### config.mk
export PLATFORM = sky130hd
export DESIGN_NAME = y_deserializer
export DESIGN_NICKNAME = d
export VERILOG_FILES = /design/src/rtl/y_deser_pkg.sv /design/src/rtl/y_deserializer.sv
export SDC_FILE = /design/constraint.sdc
export NUM_CORES = 1
export LEC_CHECK = 0
export CAP_MARGIN = 20
export CORE_ASPECT_RATIO = 0.7
export CORE_MARGIN = 2
export CORE_UTILIZATION = 49
export CTS_CLUSTER_SIZE = 10
export DETAILED_ROUTE_END_ITERATION = 8
export GPL_TIMING_DRIVEN = 0
export PLACE_DENSITY = 0.86
export SLEW_MARGIN = 30
export SYNTH_ARGS = -nofsm -noshare
export SYNTH_HDL_FRONTEND = slang
export SYNTH_SLANG_ARGS = --single-unit
### constraint.sdc
create_clock -name clk -period 2 [get_ports clk]
set_clock_uncertainty 0.05 [all_clocks]
set_input_delay 0.3 -clock clk [delete_from_list [all_inputs] [get_ports clk]]
set_output_delay 0.3 -clock clk [all_outputs]
set_load 0.02 [all_outputs]
### src/rtl/y_deser_pkg.sv
// -----------------------------------------------------------------------------
// y_deser_pkg
// Shared types and constants for the Y-stream deserializer.
//   state_t       : two-state FSM encoding (COLLECT, HOLD)
//   DEFAULT_WIDTH : default bits per output word
//   cnt_w()       : width of the bit counter for a given word width
// -----------------------------------------------------------------------------
package y_deser_pkg;

    typedef enum logic {
        COLLECT = 1'b0,
        HOLD    = 1'b1
    } state_t;

    localparam int DEFAULT_WIDTH = 8;

    function automatic int cnt_w(input int width);
        return $clog2(width);
    endfunction

endpackage

### src/rtl/y_deserializer.sv
// -----------------------------------------------------------------------------
// y_deserializer
// Packs WIDTH consecutive bits of the 1-bit Y stream, LSB first, into one
// parallel word and presents it on a registered enable/ready port. While a
// completed word waits for acceptance the serial input is back-pressured.
//
// Ports:
//   clk        : system clock, rising edge
//   reset_n    : asynchronous active-low reset
//   in_data    : serial bit (upstream Y_data)
//   in_enable  : in_data valid (upstream Y_enable)
//   in_ready   : bit can be accepted (upstream Y_ready), combinational
//   out_data   : assembled word, updated only on word completion
//   out_enable : out_data valid
//   out_ready  : consumer accepts the word
//   out_parity : XOR of all out_data bits (only with Y_DESER_PARITY_EN)
//   bit_cnt    : bits collected so far in the current word
//
// Build option: define Y_DESER_PARITY_EN to add the out_parity port.
// -----------------------------------------------------------------------------
module y_deserializer
    import y_deser_pkg::*;
#(
    parameter int WIDTH = DEFAULT_WIDTH
) (
    input  logic                        clk,
    input  logic                        reset_n,
    input  logic                        in_data,
    input  logic                        in_enable,
    output logic                        in_ready,
    output logic [WIDTH-1:0]            out_data,
    output logic                        out_enable,
    input  logic                        out_ready,
`ifdef Y_DESER_PARITY_EN
    output logic                        out_parity,
`endif
    output logic [cnt_w(WIDTH)-1:0]     bit_cnt
);

    localparam int               CNT_W    = cnt_w(WIDTH);
    localparam logic [CNT_W-1:0] LAST_BIT = CNT_W'(WIDTH - 1);

    if (WIDTH < 2 || WIDTH > 32) begin : g_width_check
        $error("y_deserializer: WIDTH must be in 2..32");
    end

    state_t             state;
    // Holds bits 0..WIDTH-2; the final bit goes straight into out_data.
    logic [WIDTH-2:0]   shreg;

    logic bit_xfer;
    logic word_xfer;
    logic word_done;

    // In HOLD the input may only move when the pending word leaves on the
    // same edge, which is what gives zero-bubble back-to-back words.
    assign in_ready  = (state == COLLECT) || out_ready;
    assign bit_xfer  = in_enable && in_ready;
    assign word_xfer = out_enable && out_ready;
    assign word_done = (state == COLLECT) && bit_xfer && (bit_cnt == LAST_BIT);

    // NOTE: sequential state is updated with non-blocking assignments so every
    // register samples the pre-edge values, regardless of statement order.
    always_ff @(posedge clk or negedge reset_n) begin
        if (!reset_n) begin
            state      <= COLLECT;
            out_data   <= '0;
            out_enable <= 1'b0;
            bit_cnt    <= '0;
            // NOTE: partial-word bits are don't-care, but this is a small flop
            // register rather than a memory, so clearing it costs nothing and
            // keeps simulation free of X.
            shreg      <= '0;
        end else begin
            case (state)
                COLLECT: begin
                    if (bit_xfer) begin
                        if (word_done) begin
                            out_data   <= {in_data, shreg};
                            out_enable <= 1'b1;
                            bit_cnt    <= '0;
                            state      <= HOLD;
                        end else begin
                            shreg[bit_cnt] <= in_data;
                            bit_cnt        <= bit_cnt + CNT_W'(1);
                        end
                    end
                end
                HOLD: begin
                    if (word_xfer) begin
                        out_enable <= 1'b0;
                        state      <= COLLECT;
                        // A bit arriving with the hand-off starts the next word.
                        if (bit_xfer) begin
                            shreg[0] <= in_data;
                            bit_cnt  <= CNT_W'(1);
                        end else begin
                            bit_cnt  <= '0;
                        end
                    end
                end
                default: state <= COLLECT;
            endcase
        end
    end

`ifdef Y_DESER_PARITY_EN
    always_ff @(posedge clk or negedge reset_n) begin
        if (!reset_n) begin
            out_parity <= 1'b0;
        end else if (word_done) begin
            out_parity <= ^{in_data, shreg};
        end
    end
`else
    // Parity build option disabled: no out_parity port or logic.
`endif

endmodule
==> impl_results.md <==
* Seq/Total Area, Yosys at 54.9%
* Critical path's slowest cell: or4_1
* Pwr dens at 1580 nW/um^2
* Pin count of the biggest net entering global routing at 21
* Synth Register Bits at 20
* Fillers at 121
* Finished Layout Cells at 121
* Sw Ratio at 36.3%
* DR vias at 638
* Routed Antenna Nets at 0
* Synth Net Count at 82
* Vias in the first global route at 625
* Post-Place Cells at 113
* Total Wirelength at 1.72 mm
* Residual DRC at 0
* Nets@finish at 108
* Multi-input combinational cell area at 423 um^2
* Starting Density at 54.7%
* Tmin final at 1.95 ns
* Crit Path Max Fanout at 9
* Unrepaired setup endpoints after global routing: no
* Root buf cell: clkbuf_4
* Pint at 1210 uW
* IO Port Bufs at 17
* Clk slew on worst S/H paths at 0.11 ns
* Initial antenna violation count at 0
* H-tree Lvls at 1
* Required @ worst endpoint at 2.14 ns
* Congestion Overflow GR at 0
* Die footprint at 2230 um^2
* Sw Pwr at 691 uW
* Max transition margin at 63.1%
* Number of DRC markers in iteration 0 at 11
* Share of total power in combinational logic at 49.7%
* Synth cell types at 23
* Width of the die at 55.5 um
* Fin crit share at 97.5%
* Crit-path max cell delay at 0.56 ns
* Max-slew violations at 0
* VDD IR-drop max at 0.897 mV
* Hold Path Class: in -> async
* Crit start category: register
* Critical path, cell by cell: or4_1, a2111oi_4, mux2_2
* Reg2Reg Setup Slack at 0.05 ns
* Max frequency at 513 MHz
* Least-Margin Pin Slew at 0.548 ns
* Worst setup EP type: register
* Core area at 1670 um^2
* Syn_area_per_cell at 12.1 um^2
* Clk pwr share at 11.9%
* Synth Cell Area at 911 um^2
* Chip height at 40.1 um
* Status: complete, no violations
* Warnings from Yosys at 0
* Std cell rows at 12
* First-pass GRT wire length at 2.89 mm
* Layout cells sized above 1 at 30.0%
* Max clock buf depth at 2
* Maxcap violations at 0
* GPL Wtd Cong at 0.758
* Hpwl dp at 1.24 mm
* CTS Sinks at 20
* Clock buffer count from CTS at 3
* Sequential Power Share at 38.4%
* Antenna fix cells at 0
* CTS tree: yes
* GRT Total Usage at 18.1%
* P&R area growth vs syn at 32.0%
* Fin util at 72.1%
* Storage cell area at 503 um^2
* Post-Syn Instances at 75
* DRT Pass-1 Iters at 4
* WP data arrival at 2.09 ns
* Final Hold Viols at 0
* Skew-Pair Late Insertion Delay at 0.29 ns
* Vias per cell at 5.27
* Critical path type: reg -> reg
* P_leak at 0.000537 uW
* Setup Viol. Count Final at 0
* Io pins at 18
* Mean routed wirelength per cell at 14.2 um
[registers in the layout (all words and copies together), names as in the netlist]
name,count
shreg,7
out_enable,1
bit_cnt,3
state,1
out_data,8
[synthesized netlist by cell type, drive strengths merged]
| cell | count | share of area (%) |
|---|---|---|
| mux2 | 15 | 19 |
| a211oi | 1 | 0.82 |
| nor3b | 1 | 0.82 |
| clkbuf | 1 | 0.41 |
| nor4bb | 1 | 1.1 |
| inv | 1 | 0.41 |
| nand2 | 15 | 6.2 |
| nor4b | 1 | 0.96 |
| buf | 1 | 0.55 |
| o21ai | 2 | 1.1 |
| nand3 | 1 | 0.55 |
| ha | 2 | 2.7 |
| or4 | 1 | 0.82 |
| nand2b | 1 | 0.69 |
| a21boi | 1 | 0.82 |
| nor2b | 3 | 2.1 |
| nand3b | 1 | 0.82 |
| a21oi | 1 | 0.55 |
| mux2i | 1 | 1.1 |
| a2bb2oi | 2 | 1.9 |
| a2111oi | 1 | 1.6 |
| nor2 | 1 | 0.41 |
| dfrtp | 20 | 55 |
[metrics by stage]
stage | TNS (ns) | power (uW) | setup WS [ns] | area [um^2] | hold slack [ns]
after detailed placement | -0.0516 | 1600 | -0.0338 | 1110 | 0.445
after floorplan | 0 | 1240 | 0.0311 | 911 | -0.0456
after global placement | -0.0121 | 1550 | -0.0121 | 1110 | 0.437
final | 0 | 1900 | 0.0510 | 1200 | 0.408
after global routing | 0 | 2030 | 0.000852 | 1200 | 0.456
after CTS | 0 | 1880 | 0.00202 | 1170 | 0.459
[worst paths after layout]
check | cells after the start | start | end
worst max-delay path | 3 | bit_cnt[2] | shreg[0]
worst min-delay path | 2 | reset_n | out_enable
worst max register to register | 3 | bit_cnt[2] | shreg[0]
worst min register to register | 1 | shreg[5] | out_data[5]
max in group asynchronous | 2 | reset_n | bit_cnt[1]
min in group clk | 1 | shreg[5] | out_data[5]
[cell type report]
class / instances / area share (%)
multi-input cells: 52 / 35.2
well taps: 21 / 2.19
inverters: 1 / 0.312
plain buffers: 2 / 0.832
repair buffers: 21 / 16.6
clock buffers: 4 / 3.02
flip-flops and latches: 20 / 41.8
[critical path, delay by kind of cell, from the launching register on]
kind | cells | cell delay, ns
and+or+nand+nor | 1 | 0.56
muxes | 1 | 0.37
DFF | 1 | 0.48
AOI/OAI and AO/OA | 1 | 0.39
[placed cells by master (no fill, tap or decap), drive strengths merged, types with 2 or more instances in the layout]
cell type / n
a2bb2oi: 2
clkbuf: 5
ha: 2
dfrtp: 20
mux2: 15
clkdlybuf4s50: 15
o21ai: 2
nand2: 15
buf: 5
nor2b: 3
[repair_timing]
item | CTS | global route
hold buffers | 0 | 1
resized for setup | 3 | 4
pin swaps | 0 | 1
setup endpoints to repair | 6 | 8
setup buffers | 3 | 0
hold endpoints to repair | 0 | 20
[cell families after synthesis]
group	synth area share (%)
compound gates	6.87
fa+ha+maj	2.75
buf+inv	1.37
flops	54.9
mux	19.6
simple gates	14.4
[power by group through the flow]
stage / Clock (uW) / Combinational [uW] / Sequential, uW
after detailed placement: 0 / 842 / 757
final: 226 / 945 / 731
after global placement: 0 / 814 / 739
after global routing: 246 / 1030 / 758
after floorplan: 0 / 387 / 855
after CTS: 233 / 920 / 729
[routing by layer]
layer	vias to the layer above	part of all wire, %	global-route usage, %
met5	-	0	0
met4	0	0.64	3.66
met3	2	4.6	6.77
met2	15	45	31.5
met1	303	50	22.3
li1	318	-	-
Note: power is estimated with default switching activity, not from simulation.
